==> config.mk <==
export PLATFORM = sky130hd
export DESIGN_NAME = ifu_prefetch
export DESIGN_NICKNAME = d
export VERILOG_FILES = /design/src/rtl/ifu_prefetch.sv
export SDC_FILE = /design/constraint.sdc
export NUM_CORES = 1
export LEC_CHECK = 0
export BUFFER_PORTS_ARGS = -buffer_cell sky130_fd_sc_hd__clkbuf_2
export CAP_MARGIN = 20
export CORE_ASPECT_RATIO = 1.75
export CORE_UTILIZATION = 30
export DETAILED_ROUTE_END_ITERATION = 16
export GPL_TIMING_DRIVEN = 0
export PLACE_DENSITY = 0.52
export SYNTH_ARGS = -nofsm -noshare
export SYNTH_HDL_FRONTEND = slang
export SYNTH_SLANG_ARGS = --single-unit
==> constraint.sdc <==
create_clock -name clk -period 6.31 [get_ports clk]
set_clock_uncertainty 0.15 [all_clocks]
set_input_delay 0.631 -clock clk [delete_from_list [all_inputs] [get_ports clk]]
set_output_delay 0.631 -clock clk [all_outputs]
set_load 0.05 [all_outputs]
==> src/rtl/ifu_prefetch.sv <==
// ifu_prefetch: fetch PC plus a DEPTH-entry {pc, inst} prefetch FIFO with jump flush.
// Define IFU_PREFETCH_BYPASS_EN to forward a response straight to the outputs when the FIFO is empty.
module ifu_prefetch #(
  parameter int XLEN = 32,
  parameter int DEPTH = 4,
  parameter logic [XLEN-1:0] RESET_ADDR = '0
) (
  input  logic            clk,
  input  logic            rst,
  output logic            rom_en,
  output logic [XLEN-1:0] rom_addr,
  input  logic [XLEN-1:0] rom_data,
  input  logic            pc_jump,
  input  logic [XLEN-1:0] pc_jump_addr,
  output logic            inst_valid,
  input  logic            inst_ready,
  output logic [XLEN-1:0] inst,
  output logic [XLEN-1:0] inst_pc
);
  localparam int AW = $clog2(DEPTH);
  logic [XLEN-1:0] r_fetch_pc, r_tag;
  logic            r_inflight;
  logic [XLEN-1:0] r_mem_pc [DEPTH];
  logic [XLEN-1:0] r_mem_inst [DEPTH];
  logic [AW-1:0]   r_rd_ptr, r_wr_ptr;
  logic [AW:0]     r_count;
  logic [AW:0]     w_occ;
  logic            w_empty, w_issue, w_byp, w_push, w_pop;
  // Counting the in-flight response reserves its slot, so a push always has room.
  assign w_occ   = r_count + (AW+1)'(r_inflight);
  assign w_empty = r_count == '0;
  assign w_issue = !rst && !pc_jump && (w_occ < (AW+1)'(DEPTH));
`ifdef IFU_PREFETCH_BYPASS_EN
  assign w_byp = r_inflight && w_empty;
`else
  assign w_byp = 1'b0;
`endif
  assign w_pop      = !w_empty && inst_ready && !pc_jump;
  assign w_push     = r_inflight && !pc_jump && !(w_byp && inst_ready);
  assign rom_en     = w_issue;
  assign rom_addr   = rst ? RESET_ADDR : r_fetch_pc;
  assign inst_valid = !w_empty || w_byp;
  assign inst       = !w_empty ? r_mem_inst[r_rd_ptr] : w_byp ? rom_data : '0;
  assign inst_pc    = !w_empty ? r_mem_pc[r_rd_ptr] : w_byp ? r_tag : '0;
  always_ff @(posedge clk) begin
    if (rst) begin
      r_fetch_pc <= RESET_ADDR;
      r_tag      <= '0;
      r_inflight <= 1'b0;
      r_rd_ptr   <= '0;
      r_wr_ptr   <= '0;
      r_count    <= '0;
    end else begin
      r_inflight <= w_issue;
      if (w_issue) begin
        r_fetch_pc <= r_fetch_pc + XLEN'(4);
        r_tag      <= r_fetch_pc;
      end
      if (pc_jump) begin
        r_fetch_pc <= {pc_jump_addr[XLEN-1:2], 2'b00};
        r_rd_ptr   <= '0;
        r_wr_ptr   <= '0;
        r_count    <= '0;
      end else begin
        if (w_push) begin
          r_mem_pc[r_wr_ptr]   <= r_tag;
          r_mem_inst[r_wr_ptr] <= rom_data;
          r_wr_ptr             <= r_wr_ptr + 1'b1;
        end
        if (w_pop) r_rd_ptr <= r_rd_ptr + 1'b1;
        r_count <= r_count + (AW+1)'(w_push) - (AW+1)'(w_pop);
      end
    end
  end
endmodule
==> results.json <==
{
  "status": "completed",
  "rsz0062_at_grt": "no",
  "power_mw": 4.31,
  "vias": 7381,
  "crit_type": "reg2out",
  "yosys_warnings": 0,
  "dr.first_iter.drc_count": 317,
  "synth_seq_cells": 318,
  "synth_top_area_share_pct": 57.8,
  "reg2reg_slack_ps": 3320,
  "ant_nets": 0,
  "finalHoldViolCount": 0,
  "gr-usage-met3_pct": 1.85,
  "yosysTopAreaCell": "edfxtp_1",
  "place_ws_ps": 2850,
  "busiest_layer": "met2",
  "ys_top_cells_by_count": "248 x edfxtp_1, 88 x nor2b_1, 82 x nand2_1",
  "ctsHoldBuffers": 0,
  "ys_types": 52,
  "clk_pin_slew_ps": 70,
  "synth_async_sr_flop_share_pct": 0,
  "drive_gt1_share_pct": 29.9,
  "post-route-util_pct": 36.5,
  "grt_overflow_total": 0,
  "start_util_pct": 30.4,
  "fmax_ghz": 0.268,
  "grt_usage_pct": 14.2,
  "cp_max_fo": 10,
  "row_count": 100,
  "slew_headroom_pct": 43.4,
  "worstHoldStart": "pc_jump_addr[22]",
  "io_buffers": 158,
  "hold_path_end": "r_fetch_pc[22]$_SDFFE_PP0P_",
  "gp_congestion": 0.812,
  "seq_area_frac_synth_pct": 68.6,
  "wirelength_um": 30500,
  "setup_viol": 0,
  "fin_crit_sh_pct": 59.2,
  "synth_area_leaders": "edfxtp_1 58%, dfxtp_1 11%, mux4_2 11%",
  "route.detailed.drc": 0,
  "fin_setup_tns_ps": 0,
  "antenna_found_initial": 0,
  "coreArea_mm2": 0.0424,
  "drv_cap": 0,
  "hp-class": "in2reg",
  "stdcell_area_mm2": 0.0155,
  "cts_buffer_depth": 3,
  "final_max_slew_viol_count": 0,
  "final.min_clock_period_ps": 3740,
  "r2r_cells": 11,
  "grt_use_met2_pct": 26.9,
  "dr.pass1.iters": 4,
  "dpl.hpwl_um": 21000,
  "critPathRequiredTime_ps": 5530,
  "worst_hold_slack_ps": 124,
  "synth_cells": 833,
  "tightest_slew_ps": 844,
  "r2r_end": "r_count[2]$_SDFF_PN0_",
  "power.density_mw_per_mm2": 278,
  "dieArea_mm2": 0.0438,
  "syn_area_mm2": 0.0129,
  "hold_depth": 3,
  "cts_setup_buffers": 0,
  "synth_flop_cell": "edfxtp_1",
  "grt_pass1_vias": 7831,
  "area_growth_pct": 20.0,
  "wl_per_cell_um": 18.9,
  "grt_pass1_wl_um": 46100,
  "placed_cells": 1560,
  "via_per_inst": 4.57,
  "rr_startpoint": "r_count[2]$_SDFF_PN0_",
  "cp.arrival_ps": 2960,
  "placed_area_mm2": 0.0145,
  "post_cts_resized": 0,
  "htreeDepth": 1,
  "synth_edf_count": 248,
  "antenna_cells": 0,
  "grt_max_degree": 39,
  "grt_use_met1_pct": 15.6,
  "die_h_um": 276,
  "io_pins": 166,
  "cts_tree": "done",
  "nets": 1106,
  "clock_sinks": 318,
  "synth.avg_cell_area_um2": 15.5,
  "layout_setup_ws_ps": 2570,
  "fillers": 4088,
  "power_leakage_nw": 5.36,
  "post-synth-top-count-cell": "edfxtp_1",
  "cts_root_buf": "clkbuf_16",
  "cts_made_buffers": 29,
  "clkLatencyLatePin_ps": 570,
  "die_w_um": 159,
  "critPathCaptureType": "primary output",
  "worstSetupStartpointType": "flop",
  "irDropWorstVdd_uv": 165,
  "final_cells": 1614
}
-- worst max path at each step --
stage / start / endpoint / slack, ps / cells after the start
6_report: flop / inst[30] / 2570 / 5
5_1_grt: flop / inst[30] / 2360 / 5
4_1_cts: flop / inst[30] / 2420 / 5
3_5_place_dp: rst / rom_en / 2850 / 7
3_3_place_gp: rst / r_mem_inst[0][9]$_DFFE_PP_ / 1310 / 3
2_1_floorplan: rst / r_mem_inst[0][0]$_DFFE_PP_ / 3140 / 3
-- cells in the final DEF, fill, tap and decap left out, types with 3 or more instances in the layout --
master	Yosys	layout
edfxtp_1	248	248
clkbuf_2	1	159
nor2b_1	88	88
nand2_1	82	82
dfxtp_1	70	70
mux4_2	62	62
a21oi_1	35	35
clkbuf_1	28	32
nor2_1	30	30
clkbuf_16	0	29
xnor2_1	19	19
buf_2	17	17
a211oi_1	14	14
inv_1	13	13
nand3_1	10	10
nor3_1	10	9
xor2_1	9	9
a31oi_1	8	8
clkinv_1	1	7
and2_1	7	7
ha_1	7	7
clkinv_2	0	7
nand4_1	6	6
buf_4	6	6
o22ai_1	6	6
and3_4	1	5
buf_1	5	5
and3_1	9	5
nor4_1	5	5
and4_1	4	4
conb_1	1	4
nor4_2	3	3
o21ai_0	3	3
bufinv_16	0	3
-- layout make-up --
cell class / count / area (µm²) / area share, %
Multi-Input combinational cell: 445 / 3740 / 24.2
Timing Repair Buffer: 163 / 901 / 5.82
Sequential cell: 318 / 8850 / 57.2
Clock inverter: 21 / 200 / 1.29
Inverter: 14 / 52.6 / 0.340
Buffer: 59 / 282 / 1.82
Clock buffer: 33 / 741 / 4.79
Tap cell: 561 / 702 / 4.54
-- sequential cells by signal, summed over array words and instances (netlist names), named ones only --
signal	cells
r_count	3
r_fetch_pc	30
r_inflight	1
r_mem_inst	128
r_mem_pc	120
r_rd_ptr	2
r_tag	30
r_wr_ptr	2
-- per-layer routing --
metal  part of all wire, %  vias up  routed length [µm]
met5                     0        -                   0
met4                   2.8        0                 839
met3                   3.5       41                1060
met2                    55      158               16800
met1                    39     3676               11800
li1                      -     3506                   -
-- power by group --
part	switching [mW]	internal, mW	leakage [nW]
registers	0.0319	2.28	2.98
clock network	0.777	0.974	0.460
logic	0.171	0.0767	1.92
-- cell families (layout without fill, tap and decap cells) --
group	Yosys count	count (layout)	share of synthesized area, %
fa+ha+maj	8	8	0.835
flops	318	318	68.6
other cells	1	4	0.0291
buf+inv	73	290	2.59
mux	63	63	10.9
compound gates	74	74	3.57
simple gates	266	266	11.3
xor+xnor	30	30	2.16
-- critical path: stages (launching register included) --
cell	delay (ps)
dfxtp_1	300
clkbuf_1	540
buf_2	470
mux4_2	630
nor2b_1	180
clkbuf_2	270
Note: power is estimated with default switching activity, not from simulation.
